### config.mk
export PLATFORM = sky130hd
export DESIGN_NAME = fifo_stream_reader
export DESIGN_NICKNAME = d
export VERILOG_FILES = /design/src/rtl/fifo_stream_reader.sv
export SDC_FILE = /design/constraint.sdc
export NUM_CORES = 1
export LEC_CHECK = 0
export CORE_AREA = 2 2 96 98
export DETAILED_ROUTE_END_ITERATION = 10
export DIE_AREA = 0 0 98 100
export HOLD_SLACK_MARGIN = 0.08
export PLACE_DENSITY = 0.5
export SLEW_MARGIN = 10
export SYNTH_ARGS = -nofsm -noshare
export SYNTH_HDL_FRONTEND = slang
export SYNTH_SLANG_ARGS = --single-unit
### constraint.sdc
create_clock -name clk_i -period 5.24 [get_ports clk_i]
set_input_delay 1.048 -clock clk_i [delete_from_list [all_inputs] [get_ports clk_i]]
set_output_delay 1.048 -clock clk_i [all_outputs]
set_load 0.005 [all_outputs]
### src/rtl/fifo_stream_reader.sv
// fifo_stream_reader
// Drains a first-word fall-through FIFO into a valid/ready stream through a
// two-entry (head + skid) output buffer, so the FIFO pop strobe never depends
// combinationally on the downstream ready.
// Optional packet framing: define FIFO_STREAM_READER_TLAST_EN to count
// accepted beats and raise m_tlast_o on every BURST_LEN-th beat; without it
// m_tlast_o is tied low and no counter exists.
module fifo_stream_reader #(
  parameter int DATA_WIDTH = 32,
  parameter int BURST_LEN  = 16
) (
  input  logic                  clk_i,
  input  logic                  s_rst_i,
  input  logic                  enable_i,
  output logic                  fifo_rd_en_o,
  input  logic [DATA_WIDTH-1:0] fifo_data_i,
  input  logic                  fifo_empty_i,
  output logic                  m_tvalid_o,
  input  logic                  m_tready_i,
  output logic [DATA_WIDTH-1:0] m_tdata_o,
  output logic                  m_tlast_o
);

  // Buffer occupancy: number of words held between the FIFO and the stream.
  localparam logic [1:0] ST_EMPTY = 2'd0;
  localparam logic [1:0] ST_ONE   = 2'd1;
  localparam logic [1:0] ST_TWO   = 2'd2;

  // Reject illegal configurations at elaboration time.
  if (DATA_WIDTH < 1 || BURST_LEN < 1 || BURST_LEN > 65535) begin : g_param_check
    $error("fifo_stream_reader: DATA_WIDTH must be >= 1 and BURST_LEN in 1..65535");
  end

  logic [1:0]            state_q, state_d;
  logic [DATA_WIDTH-1:0] head_q, head_d;
  logic [DATA_WIDTH-1:0] skid_q, skid_d;
  logic                  pop;
  logic                  accept;

  // Pop only when a word is available and there is room to store it; the
  // room test uses registered state alone, never m_tready_i.
  assign pop    = ~fifo_empty_i & enable_i & (state_q != ST_TWO) & ~s_rst_i;
  assign accept = m_tvalid_o & m_tready_i;

  assign fifo_rd_en_o = pop;
  assign m_tvalid_o   = (state_q == ST_ONE) || (state_q == ST_TWO);
  assign m_tdata_o    = head_q;

  // Next occupancy and buffer contents from the pop/accept pair.
  // NOTE: every variable gets a default at the top of an always_comb so no
  // path leaves it unassigned, which would otherwise infer a latch.
  always_comb begin
    state_d = state_q;
    head_d  = head_q;
    skid_d  = skid_q;
    case (state_q)
      ST_EMPTY: begin
        if (pop) begin
          head_d  = fifo_data_i;
          state_d = ST_ONE;
        end
      end
      ST_ONE: begin
        if (pop && accept) begin
          // Head leaves and the new word takes its place.
          head_d = fifo_data_i;
        end else if (pop) begin
          skid_d  = fifo_data_i;
          state_d = ST_TWO;
        end else if (accept) begin
          state_d = ST_EMPTY;
        end
      end
      ST_TWO: begin
        // No pop is possible here, so only acceptance moves things.
        if (accept) begin
          head_d  = skid_q;
          state_d = ST_ONE;
        end
      end
      default: state_d = ST_EMPTY;
    endcase
  end

  // Occupancy register; reset empties the buffer, discarding held words.
  // NOTE: sequential state is written with non-blocking assignments so every
  // register samples its inputs from before the clock edge.
  always_ff @(posedge clk_i) begin
    if (s_rst_i) begin
      state_q <= ST_EMPTY;
    end else begin
      state_q <= state_d;
    end
  end

  // Data storage for head and skid entries.
  // NOTE: the data registers are deliberately not reset; their contents are
  // meaningless whenever the occupancy says they are empty.
  always_ff @(posedge clk_i) begin
    head_q <= head_d;
    skid_q <= skid_d;
  end

`ifdef FIFO_STREAM_READER_TLAST_EN
  localparam logic [15:0] LAST_CNT = 16'(BURST_LEN - 1);

  logic [15:0] beat_cnt_q, beat_cnt_d;

  // Count accepted beats, wrapping after the last beat of a packet.
  always_comb begin
    beat_cnt_d = beat_cnt_q;
    if (accept) begin
      beat_cnt_d = (beat_cnt_q == LAST_CNT) ? 16'd0 : beat_cnt_q + 16'd1;
    end
  end

  // Beat counter register; reset restarts the packet at beat 1.
  always_ff @(posedge clk_i) begin
    if (s_rst_i) begin
      beat_cnt_q <= '0;
    end else begin
      beat_cnt_q <= beat_cnt_d;
    end
  end

  // Counter only moves on acceptance, so tlast is stable during stalls.
  assign m_tlast_o = m_tvalid_o && (beat_cnt_q == LAST_CNT);
`else
  assign m_tlast_o = 1'b0;
`endif

endmodule

==> flow_summary_export.csv <==
group,metric,value,unit
min_path,hold_class,"flop to flop",
pwr,share_seq_of_total_power,47.4,%
floorplan,start_util,28.61,%
clock_network,ctsRootBufferMaster,"clkbuf_8",
sta,worst_pin_slew,0.8487,ns
clock_network,clockBufferDepth,2,
routing,antenna_left,0,
sta,tns,0,ns
routing,route.met3.wl,383,um
clock_network,insertion_delay,0.33,ns
sta,rsz0062_at_grt,"no",
pwr,p_leak,1.193,nW
sta,clock.fmax,278.7,MHz
pwr,power_frac_comb,24.0,%
global_route,overflow,0,
clock_network,cts_tree,"yes",
routing,post-route-drc-count,0,
synthesis,syn_nets,170,
sta,final-setup-viol-count,0,
setup_path,crit_type,"input pin to output pin",
routing,drt-total-wl,4790,um
routing,wl_met1,2269,um
synthesis,syn_area_per_cell,19.87,um^2
routing,maxUsedRoutingLayer,"met4",
floorplan,die_area,0.009800,mm^2
clock_network,cts_setup_buffers,0,
sta,skew,0.006888,ns
floorplan,die-width,98,um
synthesis,synth_cell_type_count,24,
global_route,grt_pass1_vias,1409,
pwr,pwr-share-clk,28.6,%
synthesis,yosys_register_bits,66,
routing,routedWlPerCell,14.92,um
sta,relSlewSlack,43.42,%
synthesis,ys_seq_area_share,77.13,%
pwr,powerDensity,444.4,mW/mm^2
job,max_cap_violations,0,
global_route,grtUsageTotal,10.21,%
setup_path,cp.required,4.19,ns
clock_network,cts_resized,0,
clock_network,cts_buffers,9,
setup_path,cp-end-kind,"output pin",
placement,globalplace.congestion,0.7766,
sta,fin_hold_ws,0.5299,ns
sta,period_share,68.49,%
clock_network,ctsHoldBuffers,0,
routing,vias,1383,
cells_and_area,fin_cells,321,
sta,slew_violations,0,
setup_path,path_max_fanout,6,
synthesis,synthCells,128,
sta,finalHoldViolCount,0,
setup_path,cp_slowest_stage_delay,0.58,ns
sta,min_period,3.589,ns
clock_network,h-tree-depth,3,
setup_path,cpMostUsedCell,"clkdlybuf4s50_1",
pwr,switchingPower,0.0003912,W
pwr,ir_drop,0.0002073,V
pwr,swShare,24.51,%
status,outcome,"completed",
clock_network,clk_pin_slew_worst_paths,0.07,ns
clock_network,clock-sinks,66,
synthesis,ys_warn_count,0,
cells_and_area,area_growth,41.17,%
global_route,grt_max_degree,34,
placement,place_inst,305,
cells_and_area,nets,247,
placement,dpl.hpwl,3055,um
cells_and_area,diodes,0,
setup_path,crit_arrival,2.54,ns
routing,first_pass_iters,4,
placement,io_buffers,70,
floorplan,die_h,100,um
floorplan,core,0.008890,mm^2
routing,dr_wl_met2,2067,um
cells_and_area,fin_util,40.39,%
global_route,antenna_found_initial,0,
setup_path,path_cells,"clkdlybuf4s50_1, nor4b_4, clkdlybuf4s50_1",
routing,drtIter0Drc,36,
floorplan,rows,35,
cells_and_area,drive_above_1_share,24.29,%
synthesis,post_synth_instance_area,0.002544,mm^2
floorplan,pin_count,72,
setup_path,critPathLaunchType,"input pin",
routing,via_per_inst,4.308,
global_route,grt_pass1_wl,7403,um
setup_path,slowest_stage,"clkdlybuf4s50_1",
pwr,cell_internal_pwr,0.001205,W
## power groups by stage
stage          clock network [W]  logic (W)  registers (W)
3_3_place_gp                   0   0.000391       0.000769
6_report                0.000456   0.000383       0.000757
2_1_floorplan                  0   0.000120       0.000784
5_1_grt                 0.000494   0.000413       0.000769
3_5_place_dp                   0   0.000393       0.000771
4_1_cts                 0.000471   0.000394       0.000760
## area by class of cell
class / count / area, um^2
inverter: 2 / 7.507
clock inverter: 5 / 78.83
clock buffer: 11 / 131.4
tap: 111 / 138.9
sequential: 66 / 1962
fill: 838 / 5299
timing repair buffer: 71 / 708.2
multi-input combinational: 55 / 564.3
## worst max-delay path: cells and delay by family
kind / cells / cell delay [ns]
buffers and inverters: 2 / 1.07
and+or+nand+nor: 1 / 0.42
## logic make-up (layout without fill, tap and decap cells)
kind of cell | count (synthesis) | count (layout) | share of synthesized area, %
buffers and inverters | 7 | 89 | 1.328
xor gates and xnor gates | 1 | 1 | 0.3444
and+or+nand+nor | 10 | 10 | 2.656
AOI/OAI and AO/OA | 4 | 4 | 0.9836
adders and majority gates | 6 | 6 | 2.853
other | 1 | 1 | 0.1474
muxes | 33 | 33 | 14.56
DFF | 66 | 66 | 77.13
## state kept, by name, indices dropped and copies added (netlist names)
| register | count |
|---|---|
| state_q | 2 |
| m_tdata_o | 32 |
| skid_q | 32 |
## synthesized netlist by cell type (all sizes together)
cell    count  area [um^2]
a22oi       1        7.510
xor2        1        8.760
maj3        1        10.01
nand3       1        5.000
nor2        3        11.26
o21ai       1        5.000
dfxtp       2        40.04
a211oi      1        7.510
nand2b      1        6.260
clkbuf      1        3.750
mux2       32        360.4
nor2b       1        6.260
edfxtp     64         1922
nor3        1        5.000
nor4b       1        23.77
mux2i       1        10.01
inv         2        7.510
nand2       1        3.750
ha          5        62.56
and3        1        6.260
buf         4        22.52
a21oi       1        5.000
conb        1        3.750
## worst paths after layout
path | from | end | slack, ns | cells after the start
max | s_rst_i | fifo_rd_en_o | 1.65 | 3
min | state_q[0]$_SDFFE_PP0P_ | state_q[0]$_SDFFE_PP0P_ | 0.53 | 2
max reg2reg | state_q[0]$_SDFFE_PP0P_ | m_tdata_o[18]$_DFFE_PP_ | 2.91 | 6
min reg2reg | state_q[0]$_SDFFE_PP0P_ | state_q[0]$_SDFFE_PP0P_ | 0.53 | 2
## per-layer routing
metal | global-route usage, % | vias to the layer above
li1 | - | 650
met1 | 13.54 | 667
met2 | 14.23 | 56
met3 | 5.084 | 10
met4 | 4.167 | 0
met5 | 0 | -
## stage by stage
stage	setup slack [ns]	instance area, um^2	total power, W
2_1_floorplan	0.7222	2544	0.0009041
3_3_place_gp	1.674	3381	0.001160
3_5_place_dp	1.658	3381	0.001164
4_1_cts	1.651	3591	0.001625
5_1_grt	1.593	3591	0.001676
6_report	1.651	3591	0.001596
## cells in the final DEF, fill, tap and decap left out
| cell type | Yosys | layout |
|---|---|---|
| inv_1 | 2 | 2 |
| and3_2 | 0 | 1 |
| xor2_1 | 1 | 1 |
| mux2_2 | 32 | 32 |
| nor3_1 | 1 | 1 |
| maj3_1 | 1 | 1 |
| a21oi_1 | 1 | 1 |
| a211oi_4 | 0 | 1 |
| mux2i_1 | 1 | 1 |
| conb_1 | 1 | 1 |
| bufinv_16 | 0 | 2 |
| ha_2 | 0 | 1 |
| o21ai_0 | 1 | 1 |
| buf_4 | 1 | 1 |
| nor2_1 | 3 | 3 |
| nand3_1 | 1 | 1 |
| edfxtp_1 | 64 | 64 |
| clkbuf_8 | 0 | 9 |
| nor4b_4 | 1 | 1 |
| a22oi_1 | 1 | 1 |
| clkdlybuf4s50_1 | 0 | 70 |
| nor2b_1 | 1 | 1 |
| dfxtp_1 | 2 | 2 |
| ha_1 | 5 | 4 |
| clkinv_4 | 0 | 1 |
| clkinv_2 | 0 | 2 |
| nand2b_1 | 1 | 1 |
| clkbuf_1 | 1 | 2 |
| nand2_1 | 1 | 1 |
Note: power is estimated with default switching activity, not from simulation.
